==> config.mk <==
export PLATFORM = sky130hd
export DESIGN_NAME = instr_mem_loader_flat
export DESIGN_NICKNAME = d
export VERILOG_FILES = /design/src/rtl/instr_mem_if.sv /design/src/rtl/instr_mem_loader.sv /design/src/flat_wrapper.sv
export SDC_FILE = /design/constraint.sdc
export NUM_CORES = 2
export LEC_CHECK = 0
export BUFFER_PORTS_ARGS = -buffer_cell sky130_fd_sc_hd__buf_2
export CORE_MARGIN = 4
export CORE_UTILIZATION = 60
export CTS_CLUSTER_DIAMETER = 120
export DETAILED_ROUTE_END_ITERATION = 12
export PLACE_DENSITY_LB_ADDON = 0.25
export SLEW_MARGIN = 20
export SYNTH_ARGS = -nofsm -noshare
export SYNTH_HDL_FRONTEND = slang
export SYNTH_SLANG_ARGS = --single-unit
==> constraint.sdc <==
create_clock -name i_clock -period 13.9 [get_ports i_clock]
set_input_delay 2.78 -clock i_clock [delete_from_list [all_inputs] [get_ports i_clock]]
set_output_delay 2.78 -clock i_clock [all_outputs]
set_load 0.05 [all_outputs]
==> src/rtl/instr_mem_if.sv <==
// Load-handshake and fetch-side bus of the instruction memory loader.
// Master = loader/IF side, slave = the memory.
interface instr_mem_if #(
    parameter int NB_DATA = 32,
    parameter int NB_BYTE = 8,
    parameter int N_WORDS = 64
);
    localparam int BYTES_PER_WORD = NB_DATA / NB_BYTE;
    localparam int NB_ADDRESS     = $clog2(N_WORDS * BYTES_PER_WORD);
    localparam int NB_WORD_ADDR   = $clog2(N_WORDS);

    logic                    i_load_start;
    logic                    i_load_valid;
    logic [NB_BYTE-1:0]      i_load_byte;
    logic                    o_load_ready;
    logic                    i_load_done;
    logic                    i_read_enable;
    logic [NB_ADDRESS-1:0]   i_read_address;
    logic [NB_DATA-1:0]      o_read_instruction;
    logic                    o_misaligned;
    logic                    o_is_program_end;
    logic [NB_WORD_ADDR:0]   o_loaded_words;
    logic                    o_overflow;
    logic                    o_busy;

    modport master (
        output i_load_start, i_load_valid, i_load_byte, i_load_done,
               i_read_enable, i_read_address,
        input  o_load_ready, o_read_instruction, o_misaligned,
               o_is_program_end, o_loaded_words, o_overflow, o_busy
    );

    modport slave (
        input  i_load_start, i_load_valid, i_load_byte, i_load_done,
               i_read_enable, i_read_address,
        output o_load_ready, o_read_instruction, o_misaligned,
               o_is_program_end, o_loaded_words, o_overflow, o_busy
    );
endinterface

==> src/rtl/instr_mem_loader.sv <==
// Word-organised instruction memory with a byte-serial big-endian loader.
// Optional debug read-back port enabled by defining INSTR_MEM_DEBUG_READ_EN.
module instr_mem_loader #(
    parameter int NB_DATA         = 32,
    parameter int NB_BYTE         = 8,
    parameter int N_WORDS         = 64,
    parameter int BYTES_PER_WORD  = NB_DATA / NB_BYTE,
    parameter int NB_ADDRESS      = $clog2(N_WORDS * BYTES_PER_WORD),
    parameter int NB_WORD_ADDR    = $clog2(N_WORDS),
    parameter int END_SLACK_WORDS = 3
) (
    input  logic                    i_clock,
    input  logic                    i_reset,
    instr_mem_if.slave              bus
`ifdef INSTR_MEM_DEBUG_READ_EN
    ,
    input  logic [NB_WORD_ADDR-1:0] i_dbg_word_addr,
    output logic [NB_DATA-1:0]      o_dbg_word
`endif
);
    localparam int NB_OFF = $clog2(BYTES_PER_WORD);
    localparam int NB_CNT = $clog2(BYTES_PER_WORD + 1);
    localparam int NB_CMP = NB_WORD_ADDR + 2;

    localparam logic [NB_WORD_ADDR:0] FULL_WORDS = (NB_WORD_ADDR+1)'(N_WORDS);
    localparam logic [NB_CNT-1:0]     LAST_CNT   = NB_CNT'(BYTES_PER_WORD);
    localparam logic [NB_CMP-1:0]     SLACK      = NB_CMP'(END_SLACK_WORDS);

    typedef enum logic [1:0] {ST_CLEAR, ST_IDLE, ST_LOAD, ST_RUN} state_t;

    state_t                  state;
    logic                    pending_load;
    logic [NB_WORD_ADDR-1:0] clear_ptr;
    logic [NB_CNT-1:0]       byte_cnt;
    logic [NB_DATA-1:0]      asm_word;
    logic [NB_WORD_ADDR:0]   loaded_words;
    logic                    overflow;
    logic [NB_DATA-1:0]      mem [N_WORDS];

    logic                    full;
    logic                    load_ready;
    logic                    accept;
    logic [NB_DATA-1:0]      placed;
    logic [NB_DATA-1:0]      asm_next;
    logic [NB_CNT-1:0]       cnt_next;
    logic                    word_done;
    logic                    flush;
    logic                    load_write;
    logic                    start_clear;

    logic                    wr_en;
    logic [NB_WORD_ADDR-1:0] wr_addr;
    logic [NB_DATA-1:0]      wr_data;

    logic [NB_WORD_ADDR-1:0] word_idx;

    assign full       = (loaded_words == FULL_WORDS);
    assign load_ready = (state == ST_LOAD) && !full;
    assign accept     = load_ready && bus.i_load_valid;

    // Byte k lands k byte-lanes below the MSB lane (big-endian assembly).
    assign placed   = {bus.i_load_byte, {(NB_DATA-NB_BYTE){1'b0}}} >> (byte_cnt * NB_BYTE);
    assign asm_next = accept ? (asm_word | placed) : asm_word;
    assign cnt_next = accept ? (byte_cnt + 1'b1) : byte_cnt;

    assign word_done   = (cnt_next == LAST_CNT);
    assign flush       = bus.i_load_done && (cnt_next != '0) && !word_done;
    assign load_write  = (state == ST_LOAD) && !bus.i_load_start && (word_done || flush) && !full;
    assign start_clear = bus.i_load_start && (state != ST_CLEAR);

    always_comb begin
        wr_en   = 1'b0;
        wr_addr = clear_ptr;
        wr_data = '0;
        if (!i_reset) begin
            if (state == ST_CLEAR) begin
                wr_en = 1'b1;
            end else if (load_write) begin
                wr_en   = 1'b1;
                wr_addr = loaded_words[NB_WORD_ADDR-1:0];
                wr_data = asm_next;
            end
        end
    end

    always_ff @(posedge i_clock) begin
        if (wr_en) mem[wr_addr] <= wr_data;
    end

    always_ff @(posedge i_clock) begin
        if (i_reset) begin
            state        <= ST_CLEAR;
            pending_load <= 1'b0;
            clear_ptr    <= '0;
            byte_cnt     <= '0;
            asm_word     <= '0;
            loaded_words <= '0;
            overflow     <= 1'b0;
        end else if (start_clear) begin
            state        <= ST_CLEAR;
            pending_load <= 1'b1;
            clear_ptr    <= '0;
            byte_cnt     <= '0;
            asm_word     <= '0;
            loaded_words <= '0;
            overflow     <= 1'b0;
        end else begin
            case (state)
                ST_CLEAR: begin
                    clear_ptr <= clear_ptr + 1'b1;
                    if (bus.i_load_start) pending_load <= 1'b1;
                    if (clear_ptr == NB_WORD_ADDR'(N_WORDS - 1)) begin
                        state        <= (pending_load || bus.i_load_start) ? ST_LOAD : ST_IDLE;
                        pending_load <= 1'b0;
                    end
                end
                ST_LOAD: begin
                    if (load_write) loaded_words <= loaded_words + 1'b1;
                    if (bus.i_load_valid && full) overflow <= 1'b1;
                    if (word_done || bus.i_load_done) begin
                        asm_word <= '0;
                        byte_cnt <= '0;
                    end else begin
                        asm_word <= asm_next;
                        byte_cnt <= cnt_next;
                    end
                    if (bus.i_load_done) state <= ST_RUN;
                end
                ST_IDLE, ST_RUN: ;
                default: state <= ST_CLEAR;
            endcase
        end
    end

    assign bus.o_load_ready   = load_ready;
    assign bus.o_busy         = (state == ST_CLEAR);
    assign bus.o_loaded_words = loaded_words;
    assign bus.o_overflow     = overflow;

    assign word_idx = bus.i_read_address[NB_ADDRESS-1:NB_OFF];

    // Fetch returns zero outside RUN so a half-loaded image is never executed.
    always_ff @(posedge i_clock) begin
        if (i_reset) begin
            bus.o_read_instruction <= '0;
            bus.o_misaligned       <= 1'b0;
        end else if (bus.i_read_enable) begin
            bus.o_read_instruction <= (state == ST_RUN) ? mem[word_idx] : '0;
            bus.o_misaligned       <= |bus.i_read_address[NB_OFF-1:0];
        end
    end

    // Widened compare so loaded_words + slack never wraps.
    assign bus.o_is_program_end = (state == ST_RUN) &&
        ((NB_CMP'(word_idx) >= (NB_CMP'(loaded_words) + SLACK)) || (word_idx == '1));

`ifdef INSTR_MEM_DEBUG_READ_EN
    always_ff @(posedge i_clock) begin
        if (i_reset) o_dbg_word <= '0;
        else         o_dbg_word <= mem[i_dbg_word_addr];
    end
`endif

endmodule

==> src/flat_wrapper.sv <==
// flat-port wrapper written by rule: the top's interface ports become plain ports
module instr_mem_loader_flat 
#(
    parameter int NB_DATA         = 32,
    parameter int NB_BYTE         = 8,
    parameter int N_WORDS         = 64,
    parameter int BYTES_PER_WORD  = NB_DATA / NB_BYTE,
    parameter int NB_ADDRESS      = $clog2(N_WORDS * BYTES_PER_WORD),
    parameter int NB_WORD_ADDR    = $clog2(N_WORDS),
    parameter int END_SLACK_WORDS = 3
)
  (i_clock, i_reset, bus_i_load_start, bus_i_load_valid, bus_i_load_byte, bus_i_load_done, bus_i_read_enable, bus_i_read_address, bus_o_load_ready, bus_o_read_instruction, bus_o_misaligned, bus_o_is_program_end, bus_o_loaded_words, bus_o_overflow, bus_o_busy);
  instr_mem_if #(.NB_DATA(NB_DATA), .NB_BYTE(NB_BYTE), .N_WORDS(N_WORDS)) bus_i ();
  input  logic i_clock;
  input  logic i_reset;
  input wire logic [$bits(bus_i.i_load_start)-1:0] bus_i_load_start;
  input wire logic [$bits(bus_i.i_load_valid)-1:0] bus_i_load_valid;
  input wire logic [$bits(bus_i.i_load_byte)-1:0] bus_i_load_byte;
  input wire logic [$bits(bus_i.i_load_done)-1:0] bus_i_load_done;
  input wire logic [$bits(bus_i.i_read_enable)-1:0] bus_i_read_enable;
  input wire logic [$bits(bus_i.i_read_address)-1:0] bus_i_read_address;
  output wire logic [$bits(bus_i.o_load_ready)-1:0] bus_o_load_ready;
  output wire logic [$bits(bus_i.o_read_instruction)-1:0] bus_o_read_instruction;
  output wire logic [$bits(bus_i.o_misaligned)-1:0] bus_o_misaligned;
  output wire logic [$bits(bus_i.o_is_program_end)-1:0] bus_o_is_program_end;
  output wire logic [$bits(bus_i.o_loaded_words)-1:0] bus_o_loaded_words;
  output wire logic [$bits(bus_i.o_overflow)-1:0] bus_o_overflow;
  output wire logic [$bits(bus_i.o_busy)-1:0] bus_o_busy;
  assign bus_i.i_load_start = bus_i_load_start;
  assign bus_i.i_load_valid = bus_i_load_valid;
  assign bus_i.i_load_byte = bus_i_load_byte;
  assign bus_i.i_load_done = bus_i_load_done;
  assign bus_i.i_read_enable = bus_i_read_enable;
  assign bus_i.i_read_address = bus_i_read_address;
  assign bus_o_load_ready = bus_i.o_load_ready;
  assign bus_o_read_instruction = bus_i.o_read_instruction;
  assign bus_o_misaligned = bus_i.o_misaligned;
  assign bus_o_is_program_end = bus_i.o_is_program_end;
  assign bus_o_loaded_words = bus_i.o_loaded_words;
  assign bus_o_overflow = bus_i.o_overflow;
  assign bus_o_busy = bus_i.o_busy;
  instr_mem_loader #(.NB_DATA(NB_DATA), .NB_BYTE(NB_BYTE), .N_WORDS(N_WORDS), .BYTES_PER_WORD(BYTES_PER_WORD), .NB_ADDRESS(NB_ADDRESS), .NB_WORD_ADDR(NB_WORD_ADDR), .END_SLACK_WORDS(END_SLACK_WORDS)) u_core (.i_clock(i_clock), .i_reset(i_reset), .bus(bus_i));
endmodule
==> run summary <==
* **run status** finished, final reports clean
* **most used flip-flop cell after synthesis** edfxtp_1
* **Static Leakage** 32.1 nW
* **switching portion of total power** 0.205
* **Post-CTS Resized** 0
* **initial antenna violation count** 11
* **average wire per cell in the routed design** 36.3 um
* **post-CTS setup buffers** 0
* **Avg Inst Size Synth** 20.4 um^2
* **Reg power frac** 0.541
* **startpoint type of the worst setup path** input port
* **combined flip-flop and latch cell area** 63200 um^2
* **I/O Buffers** 65
* **count of fill cells added during filler insertion** 8275
* **number of vias per cell** 7.04
* **Iteration-0 DRC Markers** 7303
* **share of the cycle needed by the critical path after routing** 0.567
* **Worst VDD drop** 121 uV
* **clock tree skew after final layout** 0.0284 ns
* **Fmax achieved** 0.127 GHz
* **combinational share of power** 0.030
* **Cell Area, Synth** 82400 um^2
* **peak fanout along the critical path** 45
* **aggregate global-route resource usage** 0.320
* **top-area cell type share of the netlist area** 0.746
* **residual overflow from global routing** 0
* **Data arrival, critical path** 5.10 ns
* **reported net switching power** 0.00264 W
* **overall die area** 143000 um^2
* **number of global-route vias before repair** 42691
* **Seq/Total Area, Yosys** 0.767
* **RSZ-0062 raised after global routing** false
* **remaining routing DRC violations** 0
* **worst slew margin relative to its limit** 0.200
* **final count of negative-setup-slack endpoints** 0
* **kind of capture point of the worst setup path** output port
* **Cell variety after synth** 72
* **worst path required time** 11.12 ns
* **share of synthesized flip-flops with an asynchronous set or reset** 0
* **Worst Path Class, Setup** in -> out
* **library cell with the highest instance count after synthesis** edfxtp_1
* **power density relative to cell area** 139 nW/um^2
* **dpl hpwl** 122000 um
* **clock network fraction of design power** 0.429
* **fin util** 0.682
* **CTS Sinks** 2133
* **min-delay worst type** reg -> reg
* **min cycle time layout** 7.88 ns
* **cell-by-cell trace of the critical path** buf_8 > inv_1 > buf_4 > ha_1 > nand2b_1 > a21o_1 > a21o_1 > a211o_1 > o2111ai_1 > a311oi_1 > buf_2
* **number of max-capacitance violations reported** 0
* **hold violation total from the final report** 0
* **initial core utilization** 0.606
* **number of enable flip-flop cells after synthesis** 2048
* **clk buf depth** 3
* **TritonCTS clock tree** yes
* **DR vias** 43653
* **clock latency reported for the late side of the worst-skew pair** 0.83 ns
* **width of the die** 379 um
* **synthesis-to-layout area growth** 12.5%
* **net count reported at finish** 4271
* **number of cell rows** 135
* **Yosys warnings** 0
* **number of H-tree levels** 4
* **Synthesized Nets** 4065
* **ranking of synthesized cells by instance count** edfxtp_1, mux4_2, mux2i_1
* **clock edge transition at the registers on the reported setup and hold paths** 0.06 ns
* **final max-slew violation count** 0
* **Synth Register Bits** 2133
* **Cells after Synth** 4033
* **vertical die dimension** 379 um
* **layout cells sized above 1** 0.252
* **Top Ports** 66
* **Worst Max-Slew Pin Slew** 1.20 ns
* **delay of the slowest cell on the worst path** 0.39 ns
* **combined area of the multi-input logic cells** 18900 um^2
* **buffer cell driving the clock tree root** clkbuf_16
* **cts-stage hold buffer count** 0
* **placeable core region** 136000 um^2
* **post-detailed-route count of antenna-violating nets** 0
* **cell accounting for the most synthesized area** edfxtp_1
* **Int Pwr** 0.0102 W
* **Cells after DPL** 5812
* **placer congestion estimate** 0.848
* **setup total negative slack** 0 ns
* **Total Wirelength** 225000 um
* **CP max stage cell** buf_8
* **number of CTS-inserted buffers** 203
* **Final Instance Count excl. Fillers** 6202
* **library cell appearing most often on the critical path** a21o_1
* **first-pass GRT wire length** 319000 um
* **router iterations before antenna repair** 8
* **largest net degree at the start of global routing** 110
* **main area contributors after synthesis** edfxtp_1, mux4_2, mux2i_1
-- critical path, delay by kind of cell --
kind                       cells  cell delay [ns]
and+or+nand+nor                1             0.14
AOI/OAI and AO/OA              5             0.83
adders and majority gates      1             0.31
buffers and inverters          4             0.99
-- power by group through the flow --
stage	sequential [W]	combinational, W	clock (W)
after global routing	0.00696	0.000396	0.00585
after CTS	0.00696	0.000377	0.00555
after detailed placement	0.00710	0.000375	0
final	0.00696	0.000381	0.00552
after floorplan	0.00709	0.000242	0
after global placement	0.00710	0.000373	0
-- state kept, by name, indices dropped and copies added (netlist names) --
register	cells
u_core.mem	2048
u_core.state	2
u_core.bus.o_misaligned	1
u_core.bus.o_read_instruction	32
u_core.asm_word	32
u_core.clear_ptr	6
u_core.bus.o_loaded_words	7
u_core.byte_cnt	3
u_core.pending_load	1
u_core.bus.o_overflow	1
-- placed cells by master, fill, tap and decap left out, types with 13 or more instances in the layout --
master and n:
o2111ai_1 13, mux4_2 439, a221oi_1 16, clkbuf_8 24, o211ai_1 18, nor2_1 113, nor4_1 13, a31oi_1 24
mux2_2 20, bufinv_16 16, a211oi_1 19, a21oi_1 73, nand3_1 48, nor3_1 26, mux2i_1 213, o22ai_1 59
buf_4 151, clkbuf_1 45, buf_2 60, dfxtp_1 85, o21ai_0 58, nand2_1 112, nor2b_1 32, edfxtp_1 2048
nor3_2 15, a22oi_1 77, clkinv_2 41, clkbuf_16 205, a22o_1 17, nand2b_1 21, nor2_4 81, clkinv_1 31
-- kinds of logic (layout without fill, tap and decap cells) --
family                     count (synthesis)  after routing  share of synthesized area
AOI/OAI and AO/OA                        428            428                     0.0357
xor gates and xnor gates                  16             16                    0.00170
adders and majority gates                 10             10                    0.00152
buffers and inverters                    235            621                     0.0136
DFF                                     2133           2133                      0.767
muxes                                    677            677                      0.150
other                                      0              2                          0
and+or+nand+nor                          534            534                     0.0308
-- through the flow --
| step | hold WS (ns) | setup slack, ns | area, um^2 | power, W |
|---|---|---|---|---|
| floorplan | 0.439 | 5.05 | 82400 | 0.00734 |
| global placement | 0.451 | 5.96 | 85900 | 0.00747 |
| detailed placement | 0.455 | 5.87 | 86000 | 0.00747 |
| CTS | 0.473 | 6.01 | 92700 | 0.0129 |
| global route | 0.509 | 5.84 | 92700 | 0.0132 |
| finish | 0.477 | 6.02 | 92700 | 0.0129 |
-- path summary, 6_finish.rpt --
| check | startpoint | to | slack (ns) | cells after the start |
|---|---|---|---|---|
| max reg2reg | u_core.bus.o_loaded_words[0] | u_core.mem[3][29] | 8.63 | 9 |
| min | u_core.bus.o_overflow | u_core.bus.o_overflow | 0.48 | 2 |
| max | bus_i_read_address[2] | bus_o_is_program_end | 6.02 | 11 |
| min reg2reg | u_core.bus.o_overflow | u_core.bus.o_overflow | 0.48 | 2 |
-- routing by layer --
metal  share of wire  global-route usage  up-vias
met1            0.36               0.456    22584
met4           0.046               0.134       10
met5         0.00028                   0        -
li1                -                   -    17181
met3            0.13              0.0780      485
met2            0.47               0.485     3393
-- final cells by class --
class | instances | area share
antenna | 2 | 0.0000540
clock buffer | 274 | 0.0607
clock inverter | 111 | 0.0115
inverter | 13 | 0.000526
multi-input combinational | 1665 | 0.203
sequential | 2133 | 0.682
tap | 1781 | 0.0240
timing repair buffer | 223 | 0.0181
(Power assumes the default switching activity.)
